`src/rtl/master_slave_sampler_mc.sv`:
```
// Purpose : round-robin multi-channel sampler; sample on sync, transform by MODE, publish with one-cycle valid.
// Latency : sync accepted at edge E0 -> s_out slice written at E0+2, s_out_valid high the cycle after E0+2.
// Backpressure: none downstream; a silent channel is skipped after TIMEOUT enabled wait cycles (sticky error).
module master_slave_sampler_mc #(
    parameter int NUM_CH  = 4,
    parameter int DATA_W  = 32,
    parameter int TIMEOUT = 8,
    parameter int MODE    = 1,
    localparam int CH_W   = (NUM_CH > 1) ? $clog2(NUM_CH) : 1
) (
    input  logic                     clk,
    input  logic                     rst,
    input  logic                     enable,
    input  logic [NUM_CH*DATA_W-1:0] s_in,
    input  logic [NUM_CH-1:0]        s_in_sync,
    input  logic                     clr_err,
    output logic [NUM_CH*DATA_W-1:0] s_out,
    output logic [NUM_CH-1:0]        s_out_valid,
    output logic [NUM_CH-1:0]        timeout_err,
    output logic [1:0]               phase,
    output logic [CH_W-1:0]          ch_ptr
);

    typedef enum logic [1:0] {
        SEC_A = 2'd0,
        SEC_B = 2'd1,
        SEC_C = 2'd2
    } state_t;

    // Wait counter only needs to reach TIMEOUT-1; keep it at least one bit wide.
    localparam int              WC_W    = (TIMEOUT > 1) ? $clog2(TIMEOUT) : 1;
    localparam int              WC_LIM  = (TIMEOUT > 0) ? TIMEOUT - 1 : 0;
    localparam logic [WC_W-1:0] WC_LAST = WC_W'(WC_LIM);
    localparam logic [CH_W-1:0] CH_LAST = CH_W'(NUM_CH - 1);

    state_t                  state_q, state_d;
    logic [CH_W-1:0]         ch_q, ch_d, ch_nxt;
    logic [DATA_W-1:0]       val_q, val_d;
    logic [WC_W-1:0]         wcnt_q, wcnt_d;
    logic [DATA_W-1:0]       sout_q [NUM_CH];
    logic [DATA_W-1:0]       sout_d [NUM_CH];
    logic [DATA_W-1:0]       s_in_arr [NUM_CH];
    logic [NUM_CH-1:0]       vld_q, vld_d;
    logic [NUM_CH-1:0]       err_q, err_d;

    // Split the flat input bus into per-channel slices; pack the published slices back out.
    for (genvar k = 0; k < NUM_CH; k++) begin : g_ch
        assign s_in_arr[k]                 = s_in[k*DATA_W +: DATA_W];
        assign s_out[k*DATA_W +: DATA_W]   = sout_q[k];
    end

    // Pointer advance with wrap; with a single channel this stays at zero.
    assign ch_nxt = (ch_q == CH_LAST) ? '0 : ch_q + 1'b1;

    // Next-state logic for the sample/transform/publish sequence, timeout and error flags.
    always_comb begin
        state_d = state_q;
        ch_d    = ch_q;
        val_d   = val_q;
        wcnt_d  = wcnt_q;
        sout_d  = sout_q;
        vld_d   = '0;
        // Clear first so a timeout on the same edge re-sets its bit (set wins).
        err_d   = clr_err ? '0 : err_q;
        case (state_q)
            SEC_A: begin
                if (enable) begin
                    if (s_in_sync[ch_q]) begin
                        val_d   = s_in_arr[ch_q];
                        wcnt_d  = '0;
                        state_d = SEC_B;
                    end else if (TIMEOUT > 0) begin
                        if (wcnt_q == WC_LAST) begin
                            err_d[ch_q] = 1'b1;
                            wcnt_d      = '0;
                            ch_d        = ch_nxt;
                        end else begin
                            wcnt_d = wcnt_q + 1'b1;
                        end
                    end
                end
            end
            SEC_B: begin
                if (MODE == 1) begin
                    val_d = val_q + 1'b1;
                end else if (MODE == 2) begin
                    if (val_q != '1) begin
                        val_d = val_q + 1'b1;
                    end
                end
                state_d = SEC_C;
            end
            SEC_C: begin
                sout_d[ch_q] = val_q;
                vld_d[ch_q]  = 1'b1;
                ch_d         = ch_nxt;
                state_d      = SEC_A;
            end
            default: state_d = SEC_A;
        endcase
    end

    // State register; reset aborts any in-flight sample and clears every output immediately.
    always_ff @(posedge clk or posedge rst) begin
        if (rst) begin
            state_q <= SEC_A;
            ch_q    <= '0;
            val_q   <= '0;
            wcnt_q  <= '0;
            vld_q   <= '0;
            err_q   <= '0;
            for (int k = 0; k < NUM_CH; k++) begin
                sout_q[k] <= '0;
            end
        end else begin
            state_q <= state_d;
            ch_q    <= ch_d;
            val_q   <= val_d;
            wcnt_q  <= wcnt_d;
            vld_q   <= vld_d;
            err_q   <= err_d;
            sout_q  <= sout_d;
        end
    end

    assign s_out_valid = vld_q;
    assign timeout_err = err_q;
    assign phase       = state_q;
    assign ch_ptr      = ch_q;

endmodule

```
`config.mk`:
```
export PLATFORM = sky130hd
export DESIGN_NAME = master_slave_sampler_mc
export DESIGN_NICKNAME = d
export VERILOG_FILES = /design/src/rtl/master_slave_sampler_mc.sv
export SDC_FILE = /design/constraint.sdc
export NUM_CORES = 1
export LEC_CHECK = 0
export ABC_CLOCK_PERIOD_IN_PS = 5870
export CORE_MARGIN = 2
export CORE_UTILIZATION = 42
export DETAILED_ROUTE_END_ITERATION = 10
export HOLD_SLACK_MARGIN = 0.02
export PLACE_DENSITY = 0.85
export SYNTH_ARGS = -nofsm -noshare
export SYNTH_HDL_FRONTEND = slang
export SYNTH_SLANG_ARGS = --single-unit
```
`constraint.sdc`:
```
create_clock -name clk -period 5.87 [get_ports clk]
set_input_delay 1.174 -clock clk [delete_from_list [all_inputs] [get_ports clk]]
set_output_delay 1.174 -clock clk [all_outputs]
set_load 0.02 [all_outputs]
```
==> results of run 1 <==
[routing by layer]
metal / part of all wire [%] / vias to the layer above / global-route usage (%)
met1: 40 / 3223 / 29.4
met2: 51 / 281 / 40.1
met3: 7.7 / 36 / 6.03
met5: 0.047 / - / 0
met4: 2.0 / 2 / 6.91
li1: - / 2874 / -
[metrics by stage]
stage / power (mW) / util, % / instances / instance area [µm²] / hold slack (ps)
global route: 6.93 / 60.9 / 1179 / 11800 / 502
floorplan: 3.98 / - / 650 / 8210 / 454
finish: 6.56 / 60.9 / 1179 / 11800 / 481
CTS: 6.60 / 60.9 / 1179 / 11800 / 485
global placement: 5.27 / 57.5 / 1147 / 11100 / 461
detailed placement: 5.36 / 57.5 / 1147 / 11100 / 469
[worst max-delay path by stage]
stage / startpoint / to / slack (ps) / cells after the start
CTS: ch_ptr[1] / ch_ptr[1] / 2460 / 1
global placement: s_in_sync[3] / val_q[23] / 2580 / 6
finish: ch_ptr[1] / ch_ptr[1] / 2490 / 1
detailed placement: s_in_sync[3] / val_q[23] / 2510 / 6
global route: ch_ptr[1] / ch_ptr[1] / 2420 / 1
floorplan: rst / ch_ptr[0] / 2460 / 1
[flip-flops by register name, indices dropped and copies added (netlist names)]
register     count
s_out          128
val_q           32
s_out_valid      4
timeout_err      4
wcnt_q           3
ch_ptr           2
phase            2
[cells in the mapped netlist, types with 3 or more instances]
master      n
dfrtp_1   175
mux2_2    105
nand2_1    67
o21ai_0    52
mux4_2     33
clkbuf_1   28
inv_1      19
a21oi_1    16
nand3_1    15
nor2_1     12
nand4_1    10
buf_2       9
a22o_1      7
a22oi_1     7
ha_1        7
xor2_1      6
a21o_1      5
a31oi_1     4
and3_1      4
buf_4       4
nor4_1      4
and2_1      3
nor2b_1     3
nor3_1      3
o22ai_1     3
o31ai_1     3
[area by class of cell]
type                            count  area (µm²)
Sequential cell                   175        4380
Tap cell                          265         332
Timing Repair Buffer              279        2800
Inverter                           21        82.6
Multi-Input combinational cell    407        3530
Clock buffer                       20         467
Fill cell                        1526        7570
Clock inverter                     12         183
[power by group through the flow]
stage / sequential (mW) / combinational (mW) / clock, mW
6_report: 2.29 / 3.04 / 1.23
5_1_grt: 2.38 / 3.24 / 1.30
4_1_cts: 2.30 / 3.06 / 1.25
3_5_place_dp: 2.31 / 3.05 / 0
3_3_place_gp: 2.28 / 2.99 / 0
2_1_floorplan: 2.57 / 1.41 / 0
[kinds of logic after synthesis]
family          count (synthesis)  share of synthesized area, %
fa+ha+maj                       7                          1.07
buf+inv                        68                          3.77
compound gates                116                          8.93
mux                           140                          23.7
simple gates                  136                          8.31
flops                         175                          53.4
xor+xnor                        8                         0.854
==> summary.md, run 1 <==
| Metric | Value |
|---|---|
| Global route total overflow | `0` |
| Crit Path Category | `flip-flop to primary output` |
| # setup viols final | `0` |
| CTS H-Tree Depth | `4` |
| Vias in the first global route | `6,553` |
| Clock Tree Buf Depth | `2` |
| Clock Power Share | `a little under a fifth` |
| Dpl hpwl | `approximately 17,000 µm` |
| Worst-path cell chain | `clkdlybuf4s50_1` |
| Crit Path Max Fanout | `38` |
| Port Buf Inserts | `275` |
| Top_reg_cell synth | `dfrtp_1` |
| Sequential share of the synthesized area | `53.4%` |
| WL final | `23,600 µm` |
| Row Count | `around 50` |
| Starting Density | `between 40% and 50%` |
| Worst endpoint required time | `4700 ps` |
| Die Wd | `~140 µm` |
| Largest net degree at the start of global routing | `between 150 and 200` |
| Ys Warns | `0` |
| Comb pwr share | `46.3%` |
| Clock-pin slew on the worst setup and hold paths | `70 ps` |
| I/O pins | `between 200 and 300` |
| Asr flop ratio synth | `between 90% and 100%` |
| TritonCTS Buffers | `17` |
| Syn_nets | `793` |
| Crit path buf inv count | `1` |
| Max-Cap Viols | `0` |
| Final Cycle Share | `between 50% and 60%` |
| Hold Startpoint | `s_out[68]` |
| Tmin final | `3380 ps` |
| Outcome | `complete, no violations` |
| Max incr delay on CP | `roughly 1000 ps` |
| Worst Path Arrival | `roughly 2200 ps` |
| Worst skew pair latency | `about 430 ps` |
| Switching Share | `38.5%` |
| 1st-iter DRT viols | `417` |
| Internal power | `between 4 and 5 mW` |
| Reg-to-reg slack, setup | `2950 ps` |
| Maximum clock frequency | `between 0.2 and 0.3 GHz` |
| Hold Path Class | `flip-flop to flip-flop` |
| DR pass1 iterations | `5` |
| Startpoint type of the worst setup path | `flip-flop` |
| Final hold vios | `0` |
| Netlist cell types | `57` |
| Post-synth top area cell | `dfrtp_1` |
| Sequential share of power | `34.9%` |
| Net count, final | `1,044` |
| Initial antenna violation count | `1` |
| Power per cell area | `558 nW/µm²` |
| Most frequent cells in the layout | `clkdlybuf4s50_1, dfrtp_1, mux2_2, nand2_1, o21ai_0` |
| Most common cell after layout, fill and taps aside | `clkdlybuf4s50_1` |
| Setup repair bufs after CTS | `0` |
| Remaining DRCs | `0` |
| Max transition margin | `33.1%` |
| Hold path endpoint | `s_out[68]` |
| Die Ht | `144 µm` |
| Number of synthesized flops with an enable pin | `0` |
| CTS sink count | `roughly 180` |
| Root Driver | `clkbuf_16` |
| GPL Wtd Cong | `0.871` |
| Worst Setup End Kind | `primary output` |
| Core region area | `19,300 µm²` |
| Top cell type's share of synthesized area | `53.4%` |
| Aggregate negative setup slack | `0 ps` |
| Top Family by Delay on Critical Path | `flip-flops` |
| Lkg Pwr | `4.99 nW` |
| CTS tree | `done` |
| DR WL/cell | `around 20 µm` |
| Synthesized flop and latch total | `about 180` |
| GR Util All Layers | `between 20% and 30%` |
| Critical R2R Capture | `val_q[21]` |
| Area Growth Syn to Fin | `43.4%` |
| CTS Hold Bufs | `0` |
| Critical R2R Launch | `phase[0]` |
| Layout cells sized above 1 | `20.9%` |
| Final WS setup | `2490 ps` |
| Top post-synthesis cells by area | `dfrtp_1, mux2_2, mux4_2, o21ai_0, nand2_1` |
| Post-Syn Area | `8210 µm²` |
| Diode count | `0` |
| Routed vias | `about 6,400` |
| Worst Hold Path Cells | `2` |
| Die area | `20,700 µm²` |
| Fin. max-slew vios | `0` |
| First-pass GRT wire length | `36,600 µm` |
| Worst path slowest cell | `dfrtp_2` |
| Psw | `2.53 mW` |
| Worst Tran Pin Value | `1000 ps` |
| Antenna viol nets, final | `0` |
| Worst R2R Path Depth | `6` |
| Pre-CTS WS | `2510 ps` |
| Number of vias per cell | `5.44` |
| Post_cts resized | `0` |
| RSZ-0062 raised after global routing | `false` |
| Syn Inst Count | `650` |
| Synth Area per Inst | `roughly 13 µm²` |
| Worst VDD drop | `273 µV` |
| Worst Clk Skew | `about 9.4 ps` |
Power figures use the tool's default switching activity.
==> inputs of run 2 (changes only) <==
--- a/config.mk
+++ b/config.mk
@@ -5,7 +5,7 @@
 export SDC_FILE = /design/constraint.sdc
 export NUM_CORES = 1
 export LEC_CHECK = 0
-export ABC_CLOCK_PERIOD_IN_PS = 5870
+export ABC_CLOCK_PERIOD_IN_PS = 3110
 export CORE_MARGIN = 2
 export CORE_UTILIZATION = 42
 export DETAILED_ROUTE_END_ITERATION = 10
==> constraint.sdc (replaced) <==
create_clock -name clk -period 3.11 [get_ports clk]
set_input_delay 0.622 -clock clk [delete_from_list [all_inputs] [get_ports clk]]
set_output_delay 0.622 -clock clk [all_outputs]
set_load 0.02 [all_outputs]
==> run 2 against run 1 <==
  * Critical path depth rose by 4
  * Global-route usage rose by 0.80 points
  * Total power rose by 89%
  * Via count rose by 0.94%
  * Clock skew barely moved
  * Largest power group unchanged
  * Highest routed layer is now met4
==> summary.md, run 2 (same netlist as run 1, synthesis figures left out) <==
| Metric | Value |
|---|---|
| Crit Path Max Fanout | `17 (-55%)` |
| DR WL/cell | `20.7 µm (+3.4%)` |
| Routed vias | `6,476 (+0.94%)` |
| Dpl hpwl | `18,200 µm (+8.9%)` |
| Initial antenna violation count | `0 (-1)` |
| Aggregate negative setup slack | `0 ps (unchanged)` |
| Worst VDD drop | `504 µV (+85%)` |
| Startpoint type of the worst setup path | `flip-flop` |
| Max incr delay on CP | `850 ps (-170 ps)` |
| Port Buf Inserts | `275 (unchanged)` |
| Die Wd | `144 µm (unchanged)` |
| CTS H-Tree Depth | `4 (unchanged)` |
| Core region area | `19,300 µm² (unchanged)` |
| CTS Hold Bufs | `0 (unchanged)` |
| Comb pwr share | `48.0% (+1.7 points)` |
| Diode count | `0 (unchanged)` |
| Switching Share | `39.6% (+1.1 points)` |
| Die Ht | `144 µm (unchanged)` |
| RSZ-0062 raised after global routing | `false` |
| Sequential share of power | `34.5% (-0.4 points)` |
| Worst Path Arrival | `3100 ps (+890 ps)` |
| Worst-path cell chain | `nand2b_1 -> clkinv_1 -> nor2_1 -> nand2_1 -> o311ai_0` |
| Starting Density | `42.4% (unchanged)` |
| Area Growth Syn to Fin | `44.4%` |
| Outcome | `complete, no violations` |
| Final Cycle Share | `between 80% and 90%` |
| Clock Power Share | `17.5% (-1.3 points)` |
| CP Launch Point | `phase[0]` |
| # setup viols final | `0 (unchanged)` |
| Global route total overflow | `0 (unchanged)` |
| Worst Setup End Kind | `flip-flop` |
| WL final | `24,600 µm (+4.3%)` |
| I/O pins | `276 (unchanged)` |
| 1st-iter DRT viols | `494 (+18%)` |
| DR pass1 iterations | `7 (+2)` |
| Tmin final | `2790 ps` |
| Psw | `4.90 mW (+94%)` |
| Final hold vios | `0 (unchanged)` |
| Fin. max-slew vios | `0 (unchanged)` |
| Worst skew pair latency | `430 ps (about the same)` |
| Worst Tran Pin Value | `873 ps (-127 ps)` |
| Internal power | `7.47 mW (+85%)` |
| Layout cells sized above 1 | `21.6% (+0.75 points)` |
| Crit Path Category | `flip-flop to flip-flop` |
| Final Hold Slack | `481 ps (-0.514 ps)` |
| Worst path slowest cell | `nor2_1` |
| Critical R2R Launch | `phase[0]` |
| Final WS setup | `318 ps (-2170 ps)` |
| Pre-CTS WS | `460 ps (-2050 ps)` |
| CTS sink count | `175 (unchanged)` |
| TritonCTS Buffers | `17 (unchanged)` |
| Setup repair bufs after CTS | `0 (unchanged)` |
| Power per cell area | `1040 nW/µm² (+87%)` |
| Die area | `20,700 µm² (unchanged)` |
| Max transition margin | `41.6% (+8.5 points)` |
| Clock-pin slew on the worst setup and hold paths | `70 ps (about the same)` |
| Core Util, Final | `61.3% (+0.44 points)` |
| Vias in the first global route | `6,600 (+0.72%)` |
| Antenna viol nets, final | `0 (unchanged)` |
| CTS tree | `done` |
| Max-Cap Viols | `0 (unchanged)` |
| Number of vias per cell | `5.45 (about the same)` |
| Largest net degree at the start of global routing | `54 (-69%)` |
| Worst endpoint required time | `3420 ps (-1280 ps)` |
| Lkg Pwr | `5.05 nW (+1.2%)` |
| Row Count | `51 (unchanged)` |
| Maximum clock frequency | `0.358 GHz` |
| Net count, final | `1,054 (+0.96%)` |
| Worst Clk Skew | `9.83 ps (+0.430 ps)` |
| Hold Path Class | `flip-flop to flip-flop` |
| First-pass GRT wire length | `37,300 µm (+1.9%)` |
| Remaining DRCs | `0 (unchanged)` |
| GPL Wtd Cong | `0.876 (+0.54%)` |
| Most common cell after layout, fill and taps aside | `clkdlybuf4s50_1` |
| Root Driver | `clkbuf_16` |
| GR Util All Layers | `24.2% (+0.80 points)` |
| Post_cts resized | `0 (unchanged)` |
| Hold Startpoint | `s_out[44]` |
| Max FFs per register | `128 (unchanged)` |
| Clock Tree Buf Depth | `2 (unchanged)` |
| Most frequent cells in the layout | `clkdlybuf4s50_1, dfrtp_1, mux2_2, nand2_1, o21ai_0` |
==> run 2: metal layers <==
metal	vias up	global-route usage, %	share of wire, %
li1	2886	-	-
met1	3270	29.8	40
met2	298	42.4	51
met3	22	6.56	7.7
met4	0	5.99	1.2
met5	-	0	0
==> run 2: final timing paths <==
kind                                   to  slack, ps  cells past startpoint
max                             val_q[23]        320                      5
min                             s_out[44]        480                      2
max reg2reg                     val_q[23]        320                      5
min reg2reg                     s_out[44]        480                      2
max in group asynchronous       ch_ptr[1]       1710                      3
min in group asynchronous  s_out_valid[3]        670                      2
==> run 2: through the flow <==
step	cell area [µm²]	instances	total power, mW
3_3_place_gp	11300	1157	10.1
5_1_grt	11900	1189	13.0
6_report	11900	1189	12.4
3_5_place_dp	11300	1157	10.2
2_1_floorplan	8210	650	7.51
4_1_cts	11900	1189	12.5
==> run 2: cell type report <==
class | instances | area [µm²]
Multi-Input combinational cell | 407 | 3530
Sequential cell | 175 | 4380
Clock inverter | 14 | 155
Timing Repair Buffer | 289 | 2950
Tap cell | 265 | 332
Fill cell | 1500 | 7480
Inverter | 21 | 82.6
Clock buffer | 18 | 429
==> run 2: power groups by stage <==
stage	clock network, mW	logic (mW)	registers [mW]
2_1_floorplan	0	2.66	4.84
3_3_place_gp	0	5.80	4.26
3_5_place_dp	0	5.94	4.30
4_1_cts	2.20	5.98	4.28
5_1_grt	2.28	6.32	4.42
6_report	2.17	5.93	4.27
==> run 2: critical path: cells and delay by family, from the launching register on <==
kind	cells	cell delay (ps)
buf+inv	1	600
simple gates	3	1430
flops	1	500
compound gates	1	140
